--- config.mk ---
export PLATFORM = sky130hd
export DESIGN_NAME = async_fifo_rd_port
export DESIGN_NICKNAME = d
export VERILOG_FILES = /design/src/rtl/async_fifo_pkg.sv /design/src/rtl/rdport_skid_buf.sv /design/src/rtl/async_fifo_rd_port.sv
export SDC_FILE = /design/constraint.sdc
export NUM_CORES = 1
export LEC_CHECK = 0
export ABC_AREA = 1
export CORE_ASPECT_RATIO = 1.2
export CORE_MARGIN = 3
export CORE_UTILIZATION = 40
export CTS_CLUSTER_DIAMETER = 50
export DETAILED_ROUTE_END_ITERATION = 12
export HOLD_SLACK_MARGIN = 0.08
export PLACE_DENSITY = 0.69
export SYNTH_ARGS = -nofsm -noshare
export SYNTH_HDL_FRONTEND = slang
export SYNTH_SLANG_ARGS = --single-unit
--- constraint.sdc ---
create_clock -name rclk -period 1.6 [get_ports rclk]
set_input_delay 0.48 -clock rclk [delete_from_list [all_inputs] [get_ports rclk]]
set_output_delay 0.48 -clock rclk [all_outputs]
set_load 0.02 [all_outputs]
--- src/rtl/async_fifo_pkg.sv ---
// Shared constants and types for the async FIFO read-domain port.
package async_fifo_pkg;

    localparam int RDPORT_BUF_DEPTH = 2;
    localparam int PERF_CNT_W       = 16;

    typedef logic [1:0] rdport_cnt_t;

    // Saturating increment used by the optional performance counters.
    function automatic logic [PERF_CNT_W-1:0] sat_inc(input logic [PERF_CNT_W-1:0] value);
        return (&value) ? value : value + 1'b1;
    endfunction

endpackage

--- src/rtl/rdport_skid_buf.sv ---
// Two-entry output buffer for the read port: enqueue at wr_ptr, dequeue at rd_ptr.
module rdport_skid_buf
    import async_fifo_pkg::*;
#(
    parameter int DSIZE = 8
) (
    input  logic             rclk,
    input  logic             rrst_n,
    input  logic             enq,
    input  logic [DSIZE-1:0] wdata,
    input  logic             deq,
    output logic [DSIZE-1:0] rdata,
    output logic             valid,
    output rdport_cnt_t      cnt
);

    logic [DSIZE-1:0] entry [RDPORT_BUF_DEPTH];
    logic             wr_ptr;
    logic             rd_ptr;
    rdport_cnt_t      cnt_q;

    // NOTE: the entries are reset because m_data must read 0 out of reset;
    // with only two words this costs nothing and keeps the head deterministic.
    always_ff @(posedge rclk or negedge rrst_n) begin
        if (!rrst_n) begin
            for (int i = 0; i < RDPORT_BUF_DEPTH; i++) begin
                entry[i] <= '0;
            end
            wr_ptr <= 1'b0;
            rd_ptr <= 1'b0;
            cnt_q  <= '0;
        end else begin
            if (enq) begin
                entry[wr_ptr] <= wdata;
                wr_ptr        <= ~wr_ptr;
            end
            if (deq) begin
                rd_ptr <= ~rd_ptr;
            end
            cnt_q <= cnt_q + {1'b0, enq} - {1'b0, deq};
        end
    end

    assign rdata = entry[rd_ptr];
    assign valid = (cnt_q != '0);
    assign cnt   = cnt_q;

endmodule

--- src/rtl/async_fifo_rd_port.sv ---
// Read-domain endpoint of the async FIFO: pops into a 2-entry buffer and presents a valid/ready stream.
// Optional stall/beat counters are enabled by defining ASYNC_FIFO_RD_PORT_PERF_EN.
module async_fifo_rd_port
    import async_fifo_pkg::*;
#(
    parameter int DSIZE       = 8,
    parameter     FALLTHROUGH = "TRUE"
) (
    input  logic                  rclk,
    input  logic                  rrst_n,
    input  logic                  fifo_rempty,
    input  logic [DSIZE-1:0]      fifo_rdata,
    output logic                  fifo_rinc,
    output logic                  m_valid,
    input  logic                  m_ready,
    output logic [DSIZE-1:0]      m_data,
    output logic [1:0]            occupancy
`ifdef ASYNC_FIFO_RD_PORT_PERF_EN
    ,
    output logic [PERF_CNT_W-1:0] stall_cnt,
    output logic [PERF_CNT_W-1:0] beat_cnt
`endif
);

    localparam bit FWFT = (FALLTHROUGH == "TRUE");

    logic        live;
    logic        inflight;
    logic        enq;
    logic        deq;
    rdport_cnt_t cnt;
    logic [2:0]  demand;

    // NOTE: every flop is written with <= so all state updates see the
    // pre-edge values of each other, regardless of block ordering.
    always_ff @(posedge rclk or negedge rrst_n) begin
        if (!rrst_n) begin
            live <= 1'b0;
        end else begin
            live <= 1'b1;
        end
    end

    assign deq = m_valid && m_ready;

    // Words already buffered plus the one in flight, minus the one leaving now;
    // three bits so the sum never wraps.
    assign demand    = {1'b0, cnt} + {2'b0, inflight} - {2'b0, deq};
    assign fifo_rinc = live && !fifo_rempty && (demand < 3'd2);

    generate
        if (FWFT) begin : g_fwft
            assign inflight = 1'b0;
            assign enq      = fifo_rinc;
        end else begin : g_registered
            always_ff @(posedge rclk or negedge rrst_n) begin
                if (!rrst_n) begin
                    inflight <= 1'b0;
                end else begin
                    inflight <= fifo_rinc;
                end
            end
            assign enq = inflight;
        end
    endgenerate

    rdport_skid_buf #(
        .DSIZE (DSIZE)
    ) u_buf (
        .rclk   (rclk),
        .rrst_n (rrst_n),
        .enq    (enq),
        .wdata  (fifo_rdata),
        .deq    (deq),
        .rdata  (m_data),
        .valid  (m_valid),
        .cnt    (cnt)
    );

    assign occupancy = cnt;

`ifdef ASYNC_FIFO_RD_PORT_PERF_EN
    always_ff @(posedge rclk or negedge rrst_n) begin
        if (!rrst_n) begin
            stall_cnt <= '0;
            beat_cnt  <= '0;
        end else begin
            if (m_valid && !m_ready) begin
                stall_cnt <= sat_inc(stall_cnt);
            end
            if (deq) begin
                beat_cnt <= sat_inc(beat_cnt);
            end
        end
    end
`endif

endmodule
[Word-level counts from Yosys, hierarchy flattened]
Index checks and enable logic that the tools add are counted.
Word-level totals
  register bits: 21
  bits of input ports: 12
  output and inout bits: 12
  word-level logic and storage cells: 29
Operators by class
  add/subtract/negate cells: 3
  order comparisons: 4
  muxes and demuxes: 6
  bitwise logic cells: 4
  reduce and logical (&&, ||, !) cells: 6
Operators by type and width (count)
  8-bit 2-to-1 mux: 4
  16-bit bitwise mux: 1
  8-bit demux with 1-bit select: 1
  2-bit >= comparator, second input constant: 2
  1-bit logical AND: 4
  1-bit NOT with 2-bit output: 2
  3-bit by 2-bit < comparator with 1-bit output, second input constant: 1
  2-bit by 1-bit subtractor with 3-bit output: 1
  2-bit by 1-bit adder with 2-bit output: 1
  2-bit by 1-bit < comparator with 1-bit output, second input constant: 1
  1-bit NOT: 2
  2-bit nonzero test: 1
  2-bit by 1-bit subtractor with 2-bit output: 1
  1-bit zero test: 1

[Logic depth before layout (Yosys ltp)]
Gate-level depths: netlist (run 1).
  word-level depth: 7
  depth in mapped cells: 12

[Cells and area by module]
Synthesis (run 1) repeated with hierarchy kept, for this count alone.
Unflattened totals
  cells, all modules: 119
  area, all modules: 975.9 sq um
Modules (own cells, without submodules)
  rdport_skid_buf: instances 1, cells an instance 107, area each 908.4 sq um
  async_fifo_rd_port: instances 1, cells an instance 12, area each 67.6 sq um

[Least setup slack after synthesis (run 1)]
No wires, ideal clock.
  path kind: flip-flop to output port
  start: register u_buf.cnt_q[1] (netlist: u_buf.cnt[1])
  end: output fifo_rinc
  arrival: 1.508 ns
  setup slack: -0.388 ns
  cell stages (with the launch flop): 12
  cell sequence: dfrtp_1 > inv_2 > nand2_1 > nand2_1 > inv_1 > ha_1 > inv_2 > nand2_1 > nand2_2 > buf_6 > nand2_2 > inv_2
On the way
  cells in the longest elaborated chain, start to end: 5
RTL lines
  from (decl): line rdport_skid_buf.sv:20  | rdport_cnt_t cnt_q;
  from (signal assigned): line rdport_skid_buf.sv:40  | cnt_q <= cnt_q + {1'b0, enq} - {1'b0, deq};
  2-bit nonzero test: line rdport_skid_buf.sv:45  | assign valid = (cnt_q != '0);
  named net m_valid: line async_fifo_rd_port.sv:14  | output logic m_valid,
  1-bit logical AND: line async_fifo_rd_port.sv:44  | assign deq = m_valid && m_ready;
  2-bit by 1-bit subtractor with 3-bit output: line async_fifo_rd_port.sv:48  | assign demand = {1'b0, cnt} + {2'b0, inflight} - {2'b0, deq};
  3-bit by 2-bit < comparator with 1-bit output: line async_fifo_rd_port.sv:49  | assign fifo_rinc = live && !fifo_rempty && (demand < 3'd2);
  1-bit logical AND: line async_fifo_rd_port.sv:49
  to (decl): line async_fifo_rd_port.sv:13  | output logic fifo_rinc,
The timed path passes the listed nets, and every way through them passes these cells.

[Worst setup path in the final report (run 1)]
  start: register u_buf.cnt_q[0] (netlist: u_buf.cnt[0])
  end: output fifo_rinc
On the way
  cells in the longest elaborated chain, start to end: 5
RTL lines (line)
  2-bit nonzero test: rdport_skid_buf.sv:45
  1-bit logical AND: async_fifo_rd_port.sv:44
  2-bit by 1-bit subtractor with 3-bit output *: async_fifo_rd_port.sv:48
  3-bit by 2-bit < comparator with 1-bit output *: async_fifo_rd_port.sv:49
  1-bit logical AND *: async_fifo_rd_port.sv:49
Every way passes the cells marked *; elsewhere a longest branch is shown, timed or not.

==> results.py, run 1 <==
metrics = {
    "worst_setup_path": {
        "rr_startpoint": "u_buf.cnt[0]$_DFF_PN0_",
        "startpoint": "u_buf.cnt[0]$_DFF_PN0_",
        "cp.arrival_ps": 1490,
        "r2r_slack_ps": -70,
        "regToRegEndpoint": "u_buf.entry[3]$_DFFE_PN0P_",
        "reg2reg_depth": 12,
        "cp.required_ps": 1120,
        "endpoint_kind": "primary output",
        "critPathMaxFanout": 2,
        "path_class": "reg2out",
        "setup.worst_path.start_class": "flop",
    },
    "placed_design": {
        "dpl.cell_count": 184,
        "place_congestion": 0.756,
        "portBuffers": 23,
        "hpwl_um": 1630,
        "place_area_um2": 1350,
        "pre_cts_slack_ps": -934,
    },
    "cells_and_area": {
        "postLayoutCellArea_um2": 1590,
        "fillers": 206,
        "mostFrequentLayoutCells": "nand2_1, nand2_2, dfrtp_1, buf_4, nand4_1",
        "ff_latch_area_um2": 529,
        "antenna_cells": 0,
        "final_common_cell": "nand2_1",
        "fin_cells": 202,
        "multiInputGateArea_um2": 519,
        "nets": 185,
        "layout-drive-gt1-share_pct": 44.4,
        "areaGrowthSynthToFinish_pct": 51.9,
    },
    "run_status": {
        "outcome": "finished, violations left",
        "violations": "setup timing",
    },
    "clock_tree": {
        "cts.hold.buffers_added": 0,
        "htree_levels": 1,
        "cts_tree": "done",
        "numCtsBuffers": 3,
        "clock_latency_ps": 300,
        "clockBufferDepth": 2,
        "clock-sinks": 21,
        "clk_pin_slew_ps": 120,
        "root_buffer": "clkbuf_4",
    },
    "die": {
        "start_util_pct": 43.6,
        "core_um2": 2400,
        "io_pins": 24,
        "die_width_um": 52.7,
        "die_h_um": 62.1,
        "die_area_um2": 3270,
        "rows": 19,
    },
    "timing": {
        "timing.final.crit_share_pct": 123,
        "grt_setup_unrepaired": "yes",
        "drv_slew": 0,
        "finalSetupViolations": 26,
        "worst_slack_ps": -371,
        "fmax_mhz": 507,
        "hold_viol": 0,
        "min_period_ps": 1970,
        "fin_skew_ps": 3.59,
        "fin_hold_ws_ps": 485,
    },
    "route": {
        "vias": 1005,
        "drc_errors": 0,
        "wl_um": 2680,
        "routed_via_density": 4.98,
        "drt-initial-drc-count": 23,
        "wl_per_cell_um": 13.3,
        "postRouteAntennaNets": 0,
        "dr.pass1.iters": 4,
    },
    "global_routing": {
        "grt-busiest-layer": "met2",
        "antenna_found_initial": 0,
        "use_met1_pct": 23.5,
        "met3_usage_pct": 2.15,
        "overflow": 0,
        "grtUsageMet2_pct": 31.9,
        "grt_max_degree": 22,
        "grt_pass1_vias": 970,
        "grt_first_pass_wirelength_um": 4400,
        "grt_usage_pct": 18.3,
    },
    "yosys": {
        "syn_nets": 139,
        "synth-seq-cells": 21,
        "syn_avg_cell_area_um2": 8.31,
        "synth_cell_types": 18,
        "syn_inst": 126,
        "yosysSeqAreaShare_pct": 50.2,
        "yosysWarnings": 0,
        "synth_area_um2": 1050,
    },
    "power_and_ir_drop": {
        "leakage_uw": 0.000824,
        "peakVddDrop_mv": 1.43,
        "power_density_nw_per_um2": 2070,
    },
    "min_path": {
        "holdPathStages": 2,
        "whs_endpoint": "u_buf.entry[15]$_DFFE_PN0P_",
        "hp-class": "reg2reg",
        "hp-start": "u_buf.entry[15]$_DFFE_PN0P_",
    },
    "flow_run": {
        "max_cap_viol_count": 0,
    },
}
-- final cells by class --
type / instances / area share (%)
Clock buffer: 3 / 1.42
Clock inverter: 1 / 0.315
Inverter: 9 / 2.60
Multi-Input combinational cell: 90 / 32.7
Sequential cell: 21 / 33.3
Tap cell: 31 / 2.44
Timing Repair Buffer: 46 / 26.8
Timing Repair inverter: 1 / 0.472
-- synthesized netlist by cell type, drive strengths merged --
cell type | number | area share [%]
nor2 | 1 | 1.1
nand3 | 3 | 3.1
conb | 1 | 0.36
inv | 9 | 3.2
buf | 6 | 5.9
o21ai | 1 | 0.48
xor2 | 1 | 0.84
nand4 | 16 | 9.6
dfrtp | 21 | 50
nand2 | 66 | 24
ha | 1 | 1.2
-- metal layers --
metal  vias to the layer above  part of all wire [%]
met5                         -                     0
met4                         0                  0.86
met3                         4                   5.1
met2                        31                    54
met1                       479                    40
li1                        491                     -
-- metrics by stage --
step | utilization (%) | setup TNS (ps) | total power, uW
2_1_floorplan | - | -204 | 1870
4_1_cts | 60.6 | -2250 | 2900
3_3_place_gp | 56.3 | -10560 | 2470
5_1_grt | 66.2 | -4370 | 3560
3_5_place_dp | 56.3 | -10890 | 2510
6_report | 66.2 | -2250 | 3290
-- worst max-delay path by stage --
stage	to	slack, ps	cells after the start
floorplan	fifo_rinc	-200	11
global placement	fifo_rinc	-930	9
detailed placement	fifo_rinc	-930	9
CTS	fifo_rinc	-380	11
global route	fifo_rinc	-440	10
finish	fifo_rinc	-370	11
-- registers in the layout, indices dropped and copies added (netlist names) --
name	cells
u_buf.entry	16
u_buf.wr_ptr	1
u_buf.rd_ptr	1
u_buf.cnt	2
live	1
-- cells by family after synthesis --
kind of cell	synth area share, %
flops	50.2
simple gates	37.9
other cells	0.358
xor+xnor	0.836
fa+ha+maj	1.19
compound gates	0.477
buf+inv	9.08
-- critical path: stages, from the launching register on --
cell and delay, ps:
dfrtp_2 420, inv_2 80, nand2_4 60, nand2_4 70, inv_4 40, ha_4 150, inv_2 50, nand2_2 40
nand2_2 80, nand2_4 60, inv_4 50, buf_6 100
-- timing repair --
action                                  4_1_cts  5_1_grt
pin swaps                                     5       12
endpoints found under the setup margin       29       29
gates resized for setup                      62       36
setup buffers                                 8        6
cloned                                        1        0
-- power breakdown --
group	leakage, uW	internal (uW)	switching [uW]
clock	0.0000177	93.0	160
sequential	0.000257	780	218
combinational	0.000550	977	1070
(Power assumes the default switching activity.)
==> inputs of run 2 (changes only) <==
--- a/config.mk
+++ b/config.mk
@@ -9,7 +9,8 @@
 export CORE_ASPECT_RATIO = 1.2
 export CORE_MARGIN = 3
 export CORE_UTILIZATION = 40
-export CTS_CLUSTER_DIAMETER = 50
+export CTS_BUF_LIST = sky130_fd_sc_hd__clkbuf_2 sky130_fd_sc_hd__clkbuf_4 sky130_fd_sc_hd__clkbuf_8
+export CTS_CLUSTER_DIAMETER = 60
 export DETAILED_ROUTE_END_ITERATION = 12
 export HOLD_SLACK_MARGIN = 0.08
 export PLACE_DENSITY = 0.69
==> results of run 2 <==
Final layout, timing and power as in run 1 (identical DEF).
==> inputs of run 3 (changes only) <==
--- a/config.mk
+++ b/config.mk
@@ -6,14 +6,16 @@
 export NUM_CORES = 1
 export LEC_CHECK = 0
 export ABC_AREA = 1
+export CELL_PAD_IN_SITES_DETAIL_PLACEMENT = 1
+export CELL_PAD_IN_SITES_GLOBAL_PLACEMENT = 1
 export CORE_ASPECT_RATIO = 1.2
 export CORE_MARGIN = 3
-export CORE_UTILIZATION = 40
+export CORE_UTILIZATION = 34
 export CTS_BUF_LIST = sky130_fd_sc_hd__clkbuf_2 sky130_fd_sc_hd__clkbuf_4 sky130_fd_sc_hd__clkbuf_8
 export CTS_CLUSTER_DIAMETER = 60
 export DETAILED_ROUTE_END_ITERATION = 12
 export HOLD_SLACK_MARGIN = 0.08
-export PLACE_DENSITY = 0.69
+export PLACE_DENSITY = 0.74
 export SYNTH_ARGS = -nofsm -noshare
 export SYNTH_HDL_FRONTEND = slang
 export SYNTH_SLANG_ARGS = --single-unit
==> run 3 against run 2 <==
The flow still finishes with violations (setup timing); sequential power about the same; maximum frequency down 3.3%; setup slack lost 68 ps; non-clock buffer count is 9 higher; die area up 16%; total power rose by 9.6%; clock power up 9.9%; first-iteration DRC count up 17%; register-to-register slack got worse by 370 ps; clock-buffer cell count unchanged; clock skew is 21 ps higher; final area is 7.0% higher.
==> results.py, run 3 (synthesis gave the netlist of run 1 again) <==
metrics = {
    "worst_setup_path": {
        "slowest_delay_ps": 390,
        "setup.worst_path.start_class": "flop",
        "critPathMaxFanout": 2,
        "path_class": "reg2reg",
        "path_delay_family": "buffers and inverters",
        "slowest_stage": "dfrtp_2",
        "crit_chain": "inv_2 > nand2_4 > nand2_4 > buf_4 > buf_4 > buf_4 > buf_4 > buf_4 > buf_4 > buf_4 > buf_4 > buf_4 > buf_4 > xor2_1",
        "cp_common_cell": "buf_4",
        "endpoint_kind": "flop",
        "cp_num_buf_inv": 11,
        "cp.arrival_ps": 2240,
        "cp.required_ps": 1810,
    },
    "die": {
        "start_util_pct": 36.6,
        "io_pins": 24,
        "rows": 21,
        "die_h_um": 66.8,
        "core_um2": 2860,
        "die_width_um": 56.7,
        "die_area_um2": 3780,
    },
    "timing": {
        "fin_skew_ps": 24.4,
        "fmax_mhz": 490,
        "drv_slew": 0,
        "min_period_ps": 2040,
        "timing.final.crit_share_pct": 127,
        "finalSetupViolations": 28,
        "worst_slack_ps": -439,
        "hold_viol": 0,
        "grt_setup_unrepaired": "yes",
    },
    "power_and_ir_drop": {
        "internal_power_uw": 2000,
        "p_total_uw": 3610,
        "clock_power_share_pct": 7.7,
        "seq_power_share_pct": 28.4,
        "switching_share_pct": 44.6,
        "combPwrFrac_pct": 63.9,
        "power_density_nw_per_um2": 2120,
        "leakage_uw": 0.000892,
        "p_sw_uw": 1610,
        "peakVddDrop_mv": 1.32,
    },
    "clock_tree": {
        "clock-sinks": 21,
        "clockBufferDepth": 2,
        "numCtsBuffers": 3,
        "htree_levels": 1,
        "cts_tree": "done",
        "root_buffer": "clkbuf_4",
        "clock_latency_ps": 330,
        "clk_pin_slew_ps": 150,
        "cts.hold.buffers_added": 0,
    },
    "placed_design": {
        "hpwl_um": 1920,
        "place_congestion": 0.710,
        "portBuffers": 23,
        "place_area_um2": 1370,
    },
    "global_routing": {
        "grt_pass1_vias": 1194,
        "grt_max_degree": 22,
        "grt_usage_pct": 19.3,
        "overflow": 0,
        "grt_first_pass_wirelength_um": 5500,
        "antenna_found_initial": 0,
    },
    "route": {
        "wl_per_cell_um": 16.1,
        "dr.pass1.iters": 4,
        "postRouteAntennaNets": 0,
        "drc_errors": 0,
        "vias": 1072,
        "wl_um": 3440,
        "drt-initial-drc-count": 27,
        "routed_via_density": 5.01,
    },
    "cells_and_area": {
        "areaGrowthSynthToFinish_pct": 62.5,
        "nets": 194,
        "antenna_cells": 0,
        "largest_reg_flops": 16,
        "fillers": 327,
        "final_common_cell": "nand2_1",
        "postLayoutCellArea_um2": 1700,
        "mostFrequentLayoutCells": "nand2_1, buf_4, buf_6",
        "layout-drive-gt1-share_pct": 47.8,
        "largest-register": "u_buf.entry",
    },
    "min_path": {
        "hp-class": "in2async",
    },
    "flow_run": {
        "max_cap_viol_count": 0,
    },
    "run_status": {
        "violations": "setup timing",
        "outcome": "finished, violations left",
    },
}
## run 3: path summary, 6_finish.rpt
path,from,to,slack [ps],cells past startpoint
min in group rclk,u_buf.entry[15]$_DFFE_PN0P_,u_buf.entry[15]$_DFFE_PN0P_,490,2
max reg2reg,u_buf.cnt[0]$_DFF_PN0_,u_buf.rd_ptr$_DFFE_PN0N_,-440,14
min reg2reg,u_buf.entry[15]$_DFFE_PN0P_,u_buf.entry[15]$_DFFE_PN0P_,490,2
min,rrst_n,u_buf.entry[8]$_DFFE_PN0P_,480,2
max,u_buf.cnt[0]$_DFF_PN0_,u_buf.rd_ptr$_DFFE_PN0N_,-440,14
max in group asynchronous,rrst_n,u_buf.cnt[1]$_DFF_PN0_,840,2
## run 3: layout make-up
| class | instances | area, um2 | area share (%) |
|---|---|---|---|
| multi-input combinational | 90 | 542 | 31.8 |
| sequential | 21 | 529 | 31.1 |
| timing repair buffer | 55 | 509 | 29.9 |
| inverter | 9 | 43.8 | 2.57 |
| tap | 34 | 42.5 | 2.50 |
| clock buffer | 3 | 22.5 | 1.32 |
| timing repair inverter | 1 | 7.51 | 0.441 |
| clock inverter | 1 | 5.00 | 0.294 |
## run 3: layer usage
layer,track usage (%),wire (um),share of wire [%]
met1,21.5,1430,42
met2,35.3,1750,51
met3,2.33,95,2.8
met4,10.7,165,4.8
met5,0,0,0
## run 3: power groups by stage
stage,Clock (uW),Sequential [uW],Combinational (uW)
floorplan,0,921,951
global placement,0,951,1560
detailed placement,0,963,1630
CTS,282,987,1950
global route,312,1050,2500
finish,278,1020,2310
## run 3: through the flow
stage,setup slack [ps],TNS [ps],cells,utilization [%],hold slack (ps)
final,-439,-3420,214,59.4,481
after global routing,-495,-6060,214,59.4,489
after CTS,-407,-3300,209,54.6,492
after detailed placement,-977,-12290,189,47.9,459
after global placement,-927,-10720,189,47.9,455
after floorplan,-204,-204,126,-,184
## run 3: what timing repair did
item	in CTS	in global routing
pin swaps	11	9
setup endpoints to repair	29	30
cloned	1	0
gates resized for setup	80	28
buffers inserted	15	6
endpoints found under the hold margin	0	0
